$ cat config.mk
export PLATFORM = sky130hd
export DESIGN_NAME = alu_muldiv_seq
export DESIGN_NICKNAME = d
export VERILOG_FILES = /design/src/rtl/alu_muldiv_seq.sv
export SDC_FILE = /design/constraint.sdc
export NUM_CORES = 1
export LEC_CHECK = 0
export BUFFER_PORTS_ARGS = -buffer_cell sky130_fd_sc_hd__buf_2
export CORE_MARGIN = 10
export CORE_UTILIZATION = 50
export CTS_BUF_LIST = sky130_fd_sc_hd__clkbuf_16
export DETAILED_ROUTE_END_ITERATION = 7
export GPL_TIMING_DRIVEN = 0
export HOLD_SLACK_MARGIN = 0.05
export PLACE_DENSITY = 0.74
export SLEW_MARGIN = 20
export SYNTH_ARGS = -nofsm -noshare
export SYNTH_HDL_FRONTEND = slang
export SYNTH_SLANG_ARGS = --single-unit
$ cat constraint.sdc
create_clock -name clk -period 1.88 [get_ports clk]
set_clock_uncertainty 0.15 [all_clocks]
set_input_delay 0.188 -clock clk [delete_from_list [all_inputs] [get_ports clk]]
set_output_delay 0.188 -clock clk [all_outputs]
set_load 0.01 [all_outputs]
$ cat src/rtl/alu_muldiv_seq.sv
`default_nettype none
// ----------------------------------------------------------------------------
// alu_muldiv_seq: 32-bit unsigned MUL/DIVU/REMU sequenced through the shared ALU
// Revision: 1.0
// ----------------------------------------------------------------------------
module alu_muldiv_seq #(
  parameter int DATA_W = 32
) (
  input  logic              clk,
  input  logic              rst_n,
  input  logic              req_valid,
  output logic              req_ready,
  input  logic [1:0]        req_op,
  input  logic [DATA_W-1:0] req_a,
  input  logic [DATA_W-1:0] req_b,
  output logic              resp_valid,
  input  logic              resp_ready,
  output logic [DATA_W-1:0] resp_data,
  output logic              resp_err,
  output logic              alu_req,
  input  logic              alu_gnt,
  output logic [DATA_W-1:0] alu_op1,
  output logic [DATA_W-1:0] alu_op2,
  output logic [2:0]        alu_ctrl,
  output logic              alu_src,
  input  logic [DATA_W-1:0] alu_result
);

  localparam logic [2:0] S_IDLE = 3'd0;
  localparam logic [2:0] S_MUL  = 3'd1;
  localparam logic [2:0] S_DCMP = 3'd2;
  localparam logic [2:0] S_DSUB = 3'd3;
  localparam logic [2:0] S_DONE = 3'd4;

  localparam logic [1:0] OP_MUL  = 2'b00;
  localparam logic [1:0] OP_DIVU = 2'b01;
  localparam logic [1:0] OP_ILL  = 2'b11;

  localparam logic [2:0] CTRL_ADD = 3'b000;
  localparam logic [2:0] CTRL_SUB = 3'b001;
  localparam logic [2:0] CTRL_SLT = 3'b101;

  localparam logic [4:0] LAST_ITER = 5'd31;

  logic [2:0]        state;
  logic [2:0]        state_nxt;
  logic [1:0]        op;
  // acc doubles as the remainder, opa as multiplicand/quotient, opb as multiplier/divisor
  logic [DATA_W-1:0] acc;
  logic [DATA_W-1:0] opa;
  logic [DATA_W-1:0] opb;
  logic [4:0]        cnt;
  logic              lt;
  logic [DATA_W-1:0] rem_sh;
  logic              accept;
  logic              div_by_zero;

  assign rem_sh      = {acc[DATA_W-2:0], opa[DATA_W-1]};
  assign accept      = (state == S_IDLE) && req_valid;
  assign div_by_zero = (req_op != OP_MUL) && (req_op != OP_ILL) && (req_b == '0);
  assign alu_src     = 1'b0;

  always_ff @(posedge clk or negedge rst_n) begin
    if (!rst_n) begin
      state <= S_IDLE;
    end else begin
      state <= state_nxt;
    end
  end

  always_comb begin
    state_nxt = state;
    case (state)
      S_IDLE: begin
        if (req_valid) begin
          if (req_op == OP_ILL || div_by_zero) state_nxt = S_DONE;
          else if (req_op == OP_MUL)           state_nxt = S_MUL;
          else                                 state_nxt = S_DCMP;
        end
      end
      S_MUL:  if (alu_gnt && cnt == LAST_ITER) state_nxt = S_DONE;
      S_DCMP: if (alu_gnt) state_nxt = S_DSUB;
      S_DSUB: if (alu_gnt) state_nxt = (cnt == LAST_ITER) ? S_DONE : S_DCMP;
      S_DONE: if (resp_ready) state_nxt = S_IDLE;
      default: state_nxt = S_IDLE;
    endcase
  end

  always_comb begin
    req_ready  = (state == S_IDLE);
    resp_valid = (state == S_DONE);
    alu_req    = 1'b0;
    alu_op1    = '0;
    alu_op2    = '0;
    alu_ctrl   = CTRL_ADD;
    case (state)
      S_MUL: begin
        alu_req  = 1'b1;
        alu_op1  = acc;
        alu_op2  = opb[0] ? opa : '0;
        alu_ctrl = CTRL_ADD;
      end
      S_DCMP: begin
        alu_req  = 1'b1;
        alu_op1  = rem_sh;
        alu_op2  = opb;
        alu_ctrl = CTRL_SLT;
      end
      S_DSUB: begin
        alu_req  = 1'b1;
        alu_op1  = acc;
        alu_op2  = opb;
        alu_ctrl = CTRL_SUB;
      end
      default: ;
    endcase
  end

  always_ff @(posedge clk or negedge rst_n) begin
    if (!rst_n) begin
      op        <= '0;
      acc       <= '0;
      opa       <= '0;
      opb       <= '0;
      cnt       <= '0;
      lt        <= 1'b0;
      resp_data <= '0;
      resp_err  <= 1'b0;
    end else begin
      case (state)
        S_IDLE: begin
          if (accept) begin
            op       <= req_op;
            opa      <= req_a;
            opb      <= req_b;
            acc      <= '0;
            cnt      <= '0;
            lt       <= 1'b0;
            resp_err <= (req_op == OP_ILL);
            if (req_op == OP_ILL)  resp_data <= '0;
            else if (div_by_zero)  resp_data <= (req_op == OP_DIVU) ? '1 : req_a;
          end
        end
        S_MUL: begin
          if (alu_gnt) begin
            acc <= alu_result;
            opa <= {opa[DATA_W-2:0], 1'b0};
            opb <= {1'b0, opb[DATA_W-1:1]};
            cnt <= cnt + 5'd1;
            if (cnt == LAST_ITER) resp_data <= alu_result;
          end
        end
        S_DCMP: begin
          if (alu_gnt) begin
            acc <= rem_sh;
            opa <= {opa[DATA_W-2:0], 1'b0};
            // A carried-out bit means rem_sh exceeds any 32-bit divisor: force the subtract
            lt  <= acc[DATA_W-1] ? 1'b0 : alu_result[0];
          end
        end
        S_DSUB: begin
          if (alu_gnt) begin
            if (!lt) begin
              acc    <= alu_result;
              opa[0] <= 1'b1;
            end
            cnt <= cnt + 5'd1;
            if (cnt == LAST_ITER) begin
              if (op == OP_DIVU) resp_data <= {opa[DATA_W-1:1], opa[0] | ~lt};
              else               resp_data <= lt ? acc : alu_result;
            end
          end
        end
        default: ;
      endcase
    end
  end

endmodule
`default_nettype wire

==> results of run 1 <==
[cell families after synthesis]
kind of cell,synth area share [%]
other,0.0427
XOR/XNOR,0.200
buffers and inverters,4.95
AND/OR/NAND/NOR,11.4
adder cells (fa/ha/maj),0.570
multiplexers,20.3
AO/OA/AOI/OAI,22.5
flip-flops,39.9
[cell usage after synthesis, types with 2 or more instances]
master    instances  area, sq um
buf_6             3         33.8
nand2_1         167          627
ha_1              4         50.1
a21oi_1          66          330
o21ai_1          20          100
and2_1            2         12.5
nor3_1            3         15.0
inv_1             5         18.8
and3_1            3         18.8
xor2_1            2         17.5
clkbuf_1         45          169
o21ai_0          81          405
buf_2            29          145
buf_4             6         45.0
mux2_4           29          435
o211ai_1         31          233
nand3_1           3         15.0
dfrtp_1         140         3500
a22oi_1          32          240
nand4_1           3         18.8
buf_1             4         15.0
mux2_2            7         78.8
nor2b_1           2         12.5
mux2i_1         127         1270
nand2b_1          5         31.3
a22o_1           65          569
nor2_1           41          154
nor4_1            6         37.5
[worst max path at each step]
stage | slack (ns) | to
2_1_floorplan | -0.14 | resp_data[10]
3_3_place_gp | -1.82 | state[0]
6_report | -0.42 | alu_op2[21]
4_1_cts | -0.37 | alu_op2[1]
5_1_grt | -0.46 | alu_op2[30]
3_5_place_dp | -0.64 | alu_op1[31]
[report_power, final]
part	total, mW	internal (mW)	switching (mW)
Combinational	14.2	6.99	7.19
Sequential	6.22	4.42	1.80
Clock	3.31	1.92	1.39
Total	23.7	13.3	10.4
[metal layers]
layer	vias to the layer above	routed length (um)	global-route usage, %
met5	-	7	0
met4	2	1790	12.3
met1	4655	14100	36.5
met2	750	17900	46.5
li1	4215	-	-
met3	154	3870	5.87
[state kept, by name, summed over array words and instances, names as in the netlist]
register / count
opa: 32
lt: 1
resp_data: 32
opb: 32
cnt: 5
acc: 32
state: 3
resp_err: 1
op: 2
[cell usage in the layout, fill, tap and decap left out, drive strengths merged, types with 4 or more instances in the layout]
cell and instances:
o211ai 31, nor4 6, clkbuf 51, inv 8
mux2i 127, a21oi 66, dlygate4sd3 69, a22o 65
o21ai 102, buf 336, dfrtp 140, a22oi 32
ha 4, nand2b 5, mux2 36, clkinv 9
nor3 4, nand2 167, nor2 42
[worst reg2reg max path, delay by kind of cell, from the launching register on]
kind	cells	cell delay [ns]
and+or+nand+nor	1	0.31
buffers and inverters	5	0.79
AOI/OAI and AO/OA	2	0.15
muxes	1	0.29
DFF	1	0.46
[what timing repair did]
item | in CTS | in global routing
setup endpoints to repair | 201 | 203
resized for setup | 194 | 157
gates cloned | 16 | 3
endpoints found under the hold margin | 142 | 0
hold buffers | 69 | 0
pin swaps | 58 | 52
buffers inserted | 48 | 29
[layout make-up]
class / count / area share, %
Tap cell: 225 / 2.10
Antenna cell: 3 / 0.0561
Clock inverter: 15 / 0.991
Clock buffer: 17 / 3.18
Inverter: 7 / 0.234
Buffer: 79 / 5.35
Timing Repair Buffer: 360 / 21.8
Sequential cell: 140 / 26.2
Multi-Input combinational cell: 718 / 40.1
[through the flow]
step	power [mW]	setup TNS [ns]	area, sq um	cells	hold slack, ns
global placement	15.3	-305.40	10100	1380	0.243
detailed placement	15.6	-89.07	10200	1381	0.0569
CTS	21.6	-37.46	12700	1540	0.0562
global route	24.6	-58.64	13400	1564	0.0847
floorplan	12.2	-5.65	8810	951	-0.258
finish	23.7	-50.53	13400	1564	0.0528
==> out/metrics.cfg, run 1 <==
[floorplan]
initial_core_util_pct = 50.9
die_w_um = 152
die_area_sq_um = 23300
rows = 48
core_sq_um = 17200
die_y_um = 152
num_io_pins = 207

[layout]
multi_input_area_sq_um = 5370
syn_to_final_growth_pct = 52.5
fill_cells = 1024
fin_util_pct = 77.6
register_area_sq_um = 3500
fin_nets = 1430
drive_gt1_share_pct = 38.7

[setup_path]
crit_family = buffers and inverters
reg2reg_to = resp_data[2]
critPathSlowestCell = dfrtp_1
cp_num_buf_inv = 4
worst-path-stages = 6
crit_type = reg2out
r2r-start = state[0]
crit_path_end_kind = output port
r2r_slack_ns = -0.38
cp-start-kind = flop
max_stage_delay_ns = 0.41
r2r_cells = 9
path_cells = buf_4, inv_2, and3_4, buf_6, a22o_1, buf_2
worstPathRequired_ns = 1.54
arrival_ns = 1.96
crit_fanout = 8
startpoint = state[1]

[placement]
port-buffer-count = 204
dp_slack_ns = -0.638
dp_hpwl_um = 23500
gp_congestion = 0.899

[yosys]
synth-seq-cells = 140
seq_area_frac_synth_pct = 39.9
yosys_warnings = 0
ys_async_sr_fraction_pct = 100
avgSynthCellArea_sq_um = 9.24
ys_types = 47
synthFlopType = dfrtp_1
netlist_area_sq_um = 8780
synth_edf_count = 0
synthCells = 950

[routing]
post_drt_wl_per_cell_um = 24.0
ant_nets = 0
vias = 9776
drc_errors = 0
first_pass_iters = 6
drt-total-wl_um = 37600
vias_per_cell = 6.25
drtIter0Drc = 1097

[clock_tree]
path_clk_slew_ns = 0.06
numClockSinks = 140
htree_levels = 4
cts_buffers = 17
clock_latency_ns = 0.44
cts_buffer_depth = 2
cts_root_buf = clkbuf_16
cts_tree = yes

[sta]
fin_ws_ns = -0.422
setup_viol = 197
rsz0062_at_grt = true
post-route-period-util_pct = 122
slew_violations = 0
worstMarginPinSlew_ns = 0.633
clock.fmax_ghz = 0.434
hold_viol_final = 0
final.min_clock_period_ns = 2.30
slew_headroom_pct = 57.8

[hold_path]
min_from = alu_result[3]
hold_path_end = acc[3]
hold_depth = 4
hold_path.class = in2reg

[run_status]
status = finished, violations left
violations = setup timing

[power_and_ir_drop]
power_density_nw_per_um2 = 1770
max-vdd-ir-drop_mv = 1.04
leakage_nw = 6.78

[global_route]
antenna_found_initial = 4
grt_pass1_vias = 9486
grt_max_degree = 76
gr-total-overflow = 0
grt_use_total_pct = 28.8
grt_pass1_wl_um = 54200

[flow_run]
cap_violations = 0

No activity file was read; power rests on OpenSTA's default activity.
==> inputs of run 2 (changes only) <==
Settings changed: SETUP_SLACK_MARGIN set to 0.05.
==> run 2 against run 1 <==
The flow still finishes with violations (setup timing). Critical endpoint is now alu_op2[1]. Worst hold slack got worse by 0.021 ns. Die area did not move. Core utilization rose by 0.78 points. Critical path type unchanged. Final area rose by 1.0%. Sequential cell count unchanged. Sequential power is 1% higher. Wire length increased by 7.9%. Global-route usage is 0.19 points lower. Register-to-register slack worse by 0.12 ns. Non-clock buffer count did not move.
==> out/metrics.cfg, run 2 (synthesized netlist as in run 1, its figures left out) <==
[power_and_ir_drop]
max-vdd-ir-drop_mv = 1.19  ; +15%
leakage_nw = 6.77  ; -0.27%
power_density_nw_per_um2 = 1840  ; +3.9%

[setup_path]
cp-start-kind = flop
crit_path_end_kind = output port
path_cells = nor2b_4, buf_6, and3_4, clkbuf_16, a22o_1, buf_2
max_stage_delay_ns = 0.51  ; +0.10 ns
cp_num_buf_inv = 3  ; -1
critPathSlowestCell = dfrtp_2
crit_fanout = 6  ; -2
worstPathRequired_ns = 1.54  ; about the same
arrival_ns = 2.08  ; +0.12 ns
crit_type = reg2out
crit_family = flip-flops

[sta]
clock.fmax_ghz = 0.413  ; -4.9%
final.min_clock_period_ns = 2.42  ; +0.119 ns
worstMarginPinSlew_ns = 0.511  ; -0.122 ns
post-route-period-util_pct = 129  ; +6.3 points
tns_ns = -66.56  ; -16.02 ns
setup_viol = 206  ; +4.6%
slew_violations = 0  ; unchanged
fin_ws_ns = -0.540  ; -0.119 ns
rsz0062_at_grt = true
hold_viol_final = 0  ; unchanged
slew_headroom_pct = 65.9  ; +8.2 points

[floorplan]
rows = 48  ; unchanged
core_sq_um = 17200  ; unchanged
die_w_um = 152  ; unchanged
num_io_pins = 207  ; unchanged
die_area_sq_um = 23300  ; unchanged
die_y_um = 152  ; unchanged
initial_core_util_pct = 50.9  ; unchanged

[placement]
dp_cells = 1381  ; unchanged
dp_hpwl_um = 23400  ; -0.38%
place_area_sq_um = 10200  ; about the same
gp_congestion = 0.900  ; +0.12%
port-buffer-count = 204  ; unchanged

[layout]
final_common_cell = buf_2
final_cell_mix = buf_2 (192), dfrtp_1 (139), nand2_1 (124)
fin_nets = 1430  ; unchanged
stdcell_count = 1564  ; unchanged
drive_gt1_share_pct = 38.9  ; +0.22 points
final_cell_area_sq_um = 13500  ; +1.0%
syn_to_final_growth_pct = 54.0

[routing]
drc_errors = 0  ; unchanged
ant_nets = 0  ; unchanged
first_pass_iters = 6  ; unchanged
vias_per_cell = 6.44  ; +3.0%
post_drt_wl_per_cell_um = 26.0  ; +7.9%
vias = 10066  ; +3.0%
drtIter0Drc = 1280  ; +17%
drt-total-wl_um = 40600  ; +7.9%

[clock_tree]
cts_buffer_depth = 2  ; unchanged
cts_tree = yes
clock_latency_ns = 0.44  ; about the same
htree_levels = 4  ; unchanged
path_clk_slew_ns = 0.06  ; about the same
cts_root_buf = clkbuf_16
cts_buffers = 17  ; unchanged
numClockSinks = 140  ; unchanged

[global_route]
gr-total-overflow = 0  ; unchanged
grt_pass1_vias = 9584  ; +1.0%
antenna_found_initial = 5  ; +1
grt_pass1_wl_um = 53900  ; -0.54%
grt_max_degree = 93  ; +22%
grt_use_total_pct = 28.6  ; -0.19 points

[run_status]
violations = setup timing
status = finished, violations left

[hold_path]
hold_path.class = in2reg

[flow_run]
cap_violations = 0  ; unchanged

==> run 2: cell count changes in the layout (fill, tap and decap cells not counted), moves of 5 or more <==
cell | before | now
nand2_1 | 104 | 124
nand2_4 | 29 | 11
buf_6 | 63 | 52
a21oi_1 | 65 | 59
a21oi_2 | 0 | 6
buf_2 | 186 | 192
buf_12 | 8 | 13
bufinv_16 | 2 | 7
clkbuf_1 | 17 | 12
clkbuf_2 | 8 | 13
==> run 2: cell type report <==
class                           count  area, sq um
Fill cell                         977         3720
Multi-Input combinational cell    718         5320
Timing Repair Buffer              361         2900
Clock buffer                       17          425
Clock inverter                     15          269
Sequential cell                   140         3500
Tap cell                          225          282
Antenna cell                        3         7.51
Inverter                            7         33.8
Buffer                             78          771
==> run 2: per-layer routing <==
metal	part of all wire [%]	global-route usage, %	vias up
met5	0.076	0	-
met4	6.5	14.7	4
met3	11	7.23	229
met2	46	45.3	865
met1	36	35.3	4759
li1	-	-	4209
==> run 2: tightest hold or removal path, delay by kind of cell <==
kind	cells	cell delay, ns
AOI/OAI and AO/OA	2	0.23
buffers and inverters	1	0.10
muxes	1	0.07
==> run 2: final timing paths <==
| path | to | startpoint | depth (start not counted) | slack (ns) |
|---|---|---|---|---|
| setup / recovery | alu_op2[1] | state[0] | 6 | -0.54 |
| hold / removal | acc[31] | alu_result[31] | 4 | 0.03 |
| setup reg to reg | opa[7] | state[2] | 10 | -0.50 |
| hold reg to reg | resp_data[14] | resp_data[14] | 1 | 0.36 |
| max in group asynchronous | acc[18] | rst_n | 3 | 0.65 |
| min in group asynchronous | cnt[1] | rst_n | 2 | 0.10 |
==> run 2: report_power, final <==
part / internal (mW) / switching (mW) / leakage [nW]
Clock: 2.62 / 1.47 / 0.331
Sequential: 4.41 / 1.87 / 1.71
Combinational: 7.03 / 7.48 / 4.73
==> run 2: metrics by stage <==
stage | setup WS (ns) | total power, mW | hold slack [ns] | util [%]
floorplan | -0.137 | 12.2 | -0.258 | -
global placement | -1.83 | 15.3 | 0.245 | 58.7
detailed placement | -0.658 | 15.6 | -0.0249 | 58.9
CTS | -0.360 | 21.4 | 0.0526 | 72.6
global route | -0.504 | 25.6 | 0.0970 | 78.4
finish | -0.540 | 24.9 | 0.0322 | 78.4
==> run 2: timing repair <==
item | 4_1_cts | 5_1_grt
hold endpoints to repair | 208 | 0
hold buffers | 69 | 0
pin swaps | 20 | 37
resized for setup | 154 | 193
endpoints found under the setup margin | 203 | 204
cloned | 9 | 10
buffers inserted | 36 | 34
